==> config.mk <==
export PLATFORM = sky130hd
export DESIGN_NAME = sram_arbiter
export DESIGN_NICKNAME = d
export VERILOG_FILES = /design/src/rtl/arb_pkg.sv /design/src/rtl/arb_starve_cnt.sv /design/src/rtl/sram_arbiter.sv
export SDC_FILE = /design/constraint.sdc
export NUM_CORES = 1
export LEC_CHECK = 0
export BUFFER_PORTS_ARGS = -buffer_cell sky130_fd_sc_hd__buf_2
export CAP_MARGIN = 10
export CORE_ASPECT_RATIO = 1.75
export CORE_MARGIN = 5
export CORE_UTILIZATION = 38
export CTS_BUF_LIST = sky130_fd_sc_hd__clkbuf_4
export DETAILED_ROUTE_END_ITERATION = 12
export GPL_ROUTABILITY_DRIVEN = 0
export PLACE_DENSITY_LB_ADDON = 0.08
export SYNTH_ARGS = -nofsm -noshare
export SYNTH_HDL_FRONTEND = slang
export SYNTH_SLANG_ARGS = --single-unit
==> constraint.sdc <==
create_clock -name clk -period 3.04 [get_ports clk]
set_input_delay 0.608 -clock clk [delete_from_list [all_inputs] [get_ports clk]]
set_output_delay 0.608 -clock clk [all_outputs]
set_load 0.05 [all_outputs]
==> src/rtl/arb_pkg.sv <==
// Shared definitions for the SRAM arbiter: response-owner encoding and
// default bus widths.
package arb_pkg;

  // Response owner: who receives the SRAM read data next cycle
  localparam logic [1:0] OWN_NONE = 2'd0;
  localparam logic [1:0] OWN_IF   = 2'd1;
  localparam logic [1:0] OWN_MEM  = 2'd2;

  localparam int ARB_ADDR_W = 32;
  localparam int ARB_DATA_W = 32;

endpackage

==> src/rtl/arb_starve_cnt.sv <==
// Saturating starvation counter. Counts fetch losses and flags when the
// fetch port has lost STARVE_LIMIT times in a row.
module arb_starve_cnt #(
  parameter int STARVE_LIMIT = 4
) (
  input  logic clk,
  input  logic reset,
  input  logic i_inc,
  input  logic i_clr,
  output logic o_at_limit
);

  localparam int CW = $clog2(STARVE_LIMIT + 1);
  localparam logic [CW-1:0] LIMIT = CW'(STARVE_LIMIT);

  logic [CW-1:0] r_cnt;

  // Clear has priority; increment stops at the limit
  always_ff @(posedge clk) begin
    if (reset) begin
      r_cnt <= '0;
    end else if (i_clr) begin
      r_cnt <= '0;
    end else if (i_inc && (r_cnt != LIMIT)) begin
      r_cnt <= r_cnt + 1'b1;
    end
  end

  assign o_at_limit = (r_cnt == LIMIT);

endmodule

==> src/rtl/sram_arbiter.sv <==
// Arbitrates one single-port synchronous SRAM between the instruction
// fetch port (IF) and the data port (MEM), and steers the 1-cycle-latency
// read data back to whichever port issued the read.
//
// resp_owner FSM
//   state    | meaning
//   OWN_NONE | no read issued last cycle; ram_rdata is not meaningful
//   OWN_IF   | last cycle's read belongs to IF; if_rvalid this cycle
//   OWN_MEM  | last cycle's read belongs to MEM; mem_rvalid this cycle
module sram_arbiter
  import arb_pkg::*;
#(
  parameter int ADDR_W       = ARB_ADDR_W,
  parameter int DATA_W       = ARB_DATA_W,
  parameter int STARVE_LIMIT = 4
) (
  input  logic              clk,
  input  logic              reset,
  // fetch port
  input  logic              if_req,
  input  logic [ADDR_W-1:0] if_addr,
  output logic              is_if_read,
  output logic [DATA_W-1:0] if_rdata,
  output logic              if_rvalid,
  // data port
  input  logic              mem_req,
  input  logic [3:0]        mem_we,
  input  logic [ADDR_W-1:0] mem_addr,
  input  logic [DATA_W-1:0] mem_wdata,
  output logic              mem_grant,
  output logic [DATA_W-1:0] mem_rdata,
  output logic              mem_rvalid,
  // SRAM side
  output logic              ram_en,
  output logic [3:0]        ram_we,
  output logic [ADDR_W-1:0] ram_addr,
  output logic [DATA_W-1:0] ram_wdata,
  input  logic [DATA_W-1:0] ram_rdata
);

  logic              w_at_limit;
  logic              w_if_win;
  logic              w_mem_win;
  logic              w_starve_inc;
  logic              w_starve_clr;
  logic [1:0]        r_resp_owner;
  logic [1:0]        w_resp_next;
  logic [DATA_W-1:0] r_if_hold;
  logic [DATA_W-1:0] r_mem_hold;

  // MEM normally wins; a starved IF takes exactly one cycle back
  assign w_if_win   = if_req && (!mem_req || w_at_limit);
  assign w_mem_win  = mem_req && !w_if_win;
  assign is_if_read = !reset && w_if_win;
  assign mem_grant  = !reset && w_mem_win;

  assign w_starve_inc = if_req && mem_grant;
  assign w_starve_clr = !if_req || is_if_read;

  arb_starve_cnt #(
    .STARVE_LIMIT(STARVE_LIMIT)
  ) u_starve_cnt (
    .clk       (clk),
    .reset     (reset),
    .i_inc     (w_starve_inc),
    .i_clr     (w_starve_clr),
    .o_at_limit(w_at_limit)
  );

  // SRAM request mux: only the winner reaches the RAM, writes only from MEM
  always_comb begin
    ram_en    = is_if_read || mem_grant;
    ram_we    = 4'b0000;
    ram_addr  = '0;
    ram_wdata = '0;
    if (mem_grant) begin
      ram_we    = mem_we;
      ram_addr  = mem_addr;
      ram_wdata = mem_wdata;
    end else if (is_if_read) begin
      ram_addr  = if_addr;
    end
  end

  // Next response owner: reads produce a response, writes do not
  always_comb begin
    w_resp_next = OWN_NONE;
    if (is_if_read) begin
      w_resp_next = OWN_IF;
    end else if (mem_grant && (mem_we == 4'b0000)) begin
      w_resp_next = OWN_MEM;
    end
  end

  // Response owner register; reset drops any read in flight
  always_ff @(posedge clk) begin
    if (reset) begin
      r_resp_owner <= OWN_NONE;
    end else begin
      r_resp_owner <= w_resp_next;
    end
  end

  assign if_rvalid  = !reset && (r_resp_owner == OWN_IF);
  assign mem_rvalid = !reset && (r_resp_owner == OWN_MEM);

  // Capture returned data per port so a stalled consumer sees stable data
  always_ff @(posedge clk) begin
    if (reset) begin
      r_if_hold  <= '0;
      r_mem_hold <= '0;
    end else begin
      if (if_rvalid) begin
        r_if_hold <= ram_rdata;
      end
      if (mem_rvalid) begin
        r_mem_hold <= ram_rdata;
      end
    end
  end

  assign if_rdata  = if_rvalid  ? ram_rdata : r_if_hold;
  assign mem_rdata = mem_rvalid ? ram_rdata : r_mem_hold;

endmodule
==> flow_summary.yaml, run 1 <==
status:
  status: "complete, no violations"
run:
  max_cap_viol_count: 0
layout:
  multi_input_area_um2: 2210
  drive_above_1_share_pct: 51.1
  seqCellArea_um2: 1380
  final_cell_mix: "buf_2, nand2_1, dfxtp_1"
  finalNonFillerCells: 847
  nNetsFinal: 851
  layout_commonest_cell: "buf_2"
  syn_to_final_growth_pct: 45.8
  fillers: 985
die:
  die_h_um: 141
  rows: 48
  die-area_um2: 12000
  core-area_um2: 9730
  top_level_ports: 273
  initial_core_util_pct: 38.4
  fp.dieW_um: 85.0
logic_synthesis:
  seq_area_frac_synth_pct: 36.9
  synth_warnings: 0
  synth_edf_count: 0
  synth_fp_nets: 595
  syn_avg_cell_area_um2: 8.18
  netlist_area_um2: 3740
  ys_types: 23
  syn-instance-count: 457
  ys_ff_latch: 69
  ys.flop_type: "dfxtp_1"
  synth-async-reset-ratio_pct: 0
setup_path:
  required_ps: 2430
  critPathSlowestCell: "dfxtp_1"
  cp_top_family: "buffers and inverters"
  critPathMaxStageDelay_ps: 360
  cp-startpoint: "u_starve_cnt.r_cnt[0]"
  setup.worst_path.class: "register to output port"
  end_kind: "output port"
  critPathMaxFanout: 34
  cp_num_buf_inv: 3
  cp-start-kind: "register"
  crit_chain: "inv_1 -> ha_1 -> a21boi_1 -> nor2b_2 -> buf_12 -> or2_1 -> buf_2"
  cp_data_arrival_time_ps: 2190
  r2r-start: "r_resp_owner[1]"
cts:
  cts.clk_slew.worst_paths_ps: 110
  htree_levels: 3
  cts_inserted_buffers: 9
  cts-root-buf: "clkbuf_4"
  insertion_delay_ps: 420
  cts_tree: "done"
  numClockSinks: 69
  cts_max_path_buffers: 2
power:
  ir_drop_v: 0.000219
  powerDensity_nw_per_um2: 387
  leakage_nw: 2.74
  power_w: 0.00211
detailed_routing:
  ant_nets: 0
  routed_via_density: 4.98
  drcViolationCount: 0
  drtIter0Drc: 187
  firstDrtPassIters: 4
  wire_per_inst_um: 16.9
  routed_wirelength_um: 14300
  vias: 4219
global_route:
  grt_pass1_vias: 4282
  grtUsageMet1_pct: 27.2
  met3_usage_pct: 6.96
  grt_overflow_total: 0
  antenna_found_initial: 5
  grt_max_degree: 45
  grt_pass1_wl_um: 22400
  gr-max-usage-layer: "met2"
  gr-usage-all-layers_pct: 23.4
  grt_util_met2_pct: 41.4
sta:
  hold_viol: 0
  fin_crit_ps: 2800
  slew_headroom_pct: 56.8
  slew_violations: 0
  rsz0062_at_grt: "no"
  setup-tns-final_ps: 0
  finalCritPeriodShare_pct: 91.9
  tightest_slew_ps: 646
  maxClockFrequency_ghz: 0.358
  fin_skew_ps: 10.8
  finalSetupViolCount: 0
placed_design:
  portBuffers: 272
  dp_hpwl_um: 11400
  dp_cells: 827
hold_path:
  min_from: "ram_rdata[1]"
  hp-class: "primary input to register"
worst paths after layout:
check                         to  slack [ps]  depth (start not counted)
hold / removal     r_mem_hold[1]         440                          3
hold reg to reg    r_if_hold[26]         460                          2
setup reg to reg  r_mem_hold[30]        1360                          4
setup / recovery          ram_en         240                          7
repair_timing:
item | CTS | global route
endpoints found under the setup margin | 0 | 8
resized for setup | 0 | 1
hold buffers | 0 | 0
setup buffers | 0 | 0
cells in the mapped netlist (all sizes together) (2+ instances only):
library cell	number	area [um^2]
a21oi	64	320
a22o	32	280
and2	37	231
and3	2	12.5
buf	14	66.3
clkbuf	26	97.6
dfxtp	69	1380
ha	2	25.0
inv	2	7.51
mux2	64	721
nand2	128	480
nand2b	3	18.8
nor2	3	16.3
nor2b	5	31.3
sequential cells by signal, indices dropped and copies added (netlist names):
register and cells:
r_if_hold 32, r_mem_hold 32, u_starve_cnt.r_cnt 3, r_resp_owner 2
per-stage QoR:
stage | util (%) | cell area, um^2 | hold WS (ps) | setup WS [ps]
CTS | 56.0 | 5440 | 418 | 94.7
global placement | 54.6 | 5320 | 440 | 433
floorplan | - | 3740 | 432 | 290
global route | 56.1 | 5450 | 412 | 97.3
detailed placement | 54.6 | 5320 | 446 | 394
finish | 56.1 | 5450 | 436 | 245
worst register-to-register path, cell delays in order, from the launching register on:
cell and delay (ps):
dfxtp_1 420, nor2b_2 590, buf_4 370, nand2_1 100, a21oi_1 130
kinds of logic after synthesis:
group / synth area share [%]
compound gates: 16.6
simple gates: 21.7
mux: 19.5
fa+ha+maj: 0.669
buf+inv: 4.58
flops: 36.9
per-layer routing:
layer	vias to the layer above	share of wire, %
li1	2071	-
met1	1937	38
met2	188	52
met3	21	8.3
met4	2	1.6
met5	-	0.049
layout make-up:
type	instances	area share [%]
timing repair buffer	285	28.5
sequential	69	25.3
multi-input combinational	346	40.6
antenna	4	0.184
clock inverter	6	0.986
tap	125	2.87
clock buffer	10	1.38
inverter	2	0.138
report_power, final:
group          total [W]  internal, W  switching (W)  leakage, nW
logic           0.000610     0.000192       0.000419         2.12
registers       0.000932     0.000922     0.00000951        0.558
clock network   0.000568     0.000251       0.000317       0.0689
total            0.00211      0.00136       0.000745         2.74
Power figures use the tool's default switching activity.
==> inputs of run 2 (changes only) <==
==> constraint.sdc (replaced) <==
create_clock -name clk -period 3.04 [get_ports clk]
set_input_delay 0.608 -clock clk [delete_from_list [all_inputs] [get_ports clk]]
set_output_delay 0.608 -clock clk [all_outputs]
set_load 0.1 [all_outputs]
==> flow_summary.yaml, run 2 (synthesis results as in run 1) <==
status:
  status: "complete, no violations"
setup_path:
  critPathMaxStageDelay_ps: 340
  r2r-start: "r_resp_owner[0]"
  crit_chain: "inv_1 -> ha_1 -> a21boi_1 -> nor2b_2 -> buf_12 -> a22o_1 -> buf_12"
  ff2ff_path_depth: 4
  cp_data_arrival_time_ps: 2170
  critPathSlowestCell: "dfxtp_1"
  cp-startpoint: "u_starve_cnt.r_cnt[0]"
  endpoint: "ram_addr[31]"
  end_kind: "output port"
  rrSetupSlack_ps: 1410
  critPathMaxFanout: 29
  setup.worst_path.class: "register to output port"
  cp-start-kind: "register"
  r2r-end: "r_if_hold[26]"
  required_ps: 2430
  crit_top_cell: "buf_12"
sta:
  slew_violations: 0
  fin_skew_ps: 8.83
  slew_headroom_pct: 57.4
  finalCritPeriodShare_pct: 91.5
  setup-tns-final_ps: 0
  finalSetupViolCount: 0
  hold_viol: 0
  tightest_slew_ps: 636
  maxClockFrequency_ghz: 0.360
  rsz0062_at_grt: "no"
  fin_crit_ps: 2780
cts:
  cts_inserted_buffers: 9
  cts_max_path_buffers: 2
  insertion_delay_ps: 430
  cts_tree: "done"
  cts-root-buf: "clkbuf_4"
  numClockSinks: 69
  htree_levels: 3
  cts.clk_slew.worst_paths_ps: 110
hold_path:
  hp-class: "primary input to register"
  min_from: "ram_rdata[15]"
  hold_depth: 3
detailed_routing:
  drcViolationCount: 0
  wire_per_inst_um: 19.2
  routed_via_density: 5.12
  firstDrtPassIters: 5
  ant_nets: 0
  routed_wirelength_um: 16300
  vias: 4340
  drtIter0Drc: 221
die:
  die_h_um: 141
  die-area_um2: 12000
  rows: 48
  initial_core_util_pct: 38.4
  top_level_ports: 273
  core-area_um2: 9730
  fp.dieW_um: 85.0
power:
  netSwitchingFraction_pct: 39.5
  ir_drop_v: 0.000199
  p_comb_share_pct: 41.8
  power_frac_clock_pct: 24.2
  p_seq_share_pct: 34.0
  leakage_nw: 3.18
  powerDensity_nw_per_um2: 367
  power.switching_w: 0.00108
  intPower_w: 0.00166
placed_design:
  placed_area_um2: 7300
  dp_hpwl_um: 13500
  portBuffers: 272
layout:
  nNetsFinal: 852
  drive_above_1_share_pct: 52.7
  final_cell_mix: "buf_12, buf_2, nand2_1"
  largest_registers: "r_if_hold x32, r_mem_hold x32, u_starve_cnt.r_cnt x3"
  syn_to_final_growth_pct: 99.8
  layout_commonest_cell: "buf_12"
  fillers: 678
  fin_area_um2: 7470
run:
  max_cap_viol_count: 0
global_route:
  grt_pass1_vias: 4605
  gr-usage-all-layers_pct: 26.7
  grt_overflow_total: 0
  grt_max_degree: 41
  antenna_found_initial: 9
  grt_pass1_wl_um: 24700
[run 2: timing repair]
item | in CTS | in global routing
setup endpoints to repair | 0 | 28
hold buffers | 0 | 0
gates resized for setup | 0 | 1
setup buffers | 0 | 0
[run 2: power groups by stage]
stage	logic [W]	registers, W	clock network [W]
global route	0.00118	0.000934	0.000717
finish	0.00115	0.000932	0.000664
floorplan	0.000665	0.000949	0
global placement	0.00114	0.000951	0
CTS	0.00115	0.000932	0.000679
detailed placement	0.00115	0.000952	0
[run 2: routing by layer]
layer | vias to the layer above | GRT usage (%) | wire (um)
met5 | - | 0 | 73
met4 | 10 | 11.6 | 500
met3 | 43 | 10.2 | 1540
met2 | 225 | 49.1 | 8990
met1 | 1997 | 25.8 | 5170
li1 | 2065 | - | -
[run 2: layout make-up]
cell class              count  area (um^2)  share of cell area, %
multi-input cells         346         2220                   29.8
flip-flops and latches     69         1380                   18.5
clock inverters             7         90.1                   1.21
well taps                 125          156                   2.09
inverters                   2         7.51                  0.100
clock buffers               9         67.6                  0.904
diodes                      4         10.0                  0.134
repair buffers            286         3530                   47.3
[run 2: how the worst min path moves through the flow]
stage	endpoint	slack [ps]
floorplan	r_mem_hold[11]	430
global route	r_if_hold[30]	420
detailed placement	r_mem_hold[18]	450
finish	r_if_hold[15]	430
CTS	r_if_hold[15]	410
global placement	r_if_hold[31]	440
[run 2: metrics by stage]
stage / power [W] / std cells / setup WS, ps / hold slack, ps / util [%]
after global routing: 0.00283 / 847 / 85.0 / 417 / 76.8
after floorplan: 0.00161 / 457 / 15.9 / 432 / -
after global placement: 0.00209 / 828 / 535 / 440 / 75.1
after CTS: 0.00276 / 844 / 110 / 407 / 76.7
after detailed placement: 0.00210 / 828 / 481 / 446 / 75.1
final: 0.00274 / 848 / 259 / 432 / 76.8
[run 2: worst max-delay path: cells and delay by family, from the launching register on]
kind	cells	cell delay [ps]
compound gates	2	360
fa+ha+maj	1	240
buf+inv	3	490
flops	1	340
simple gates	1	290
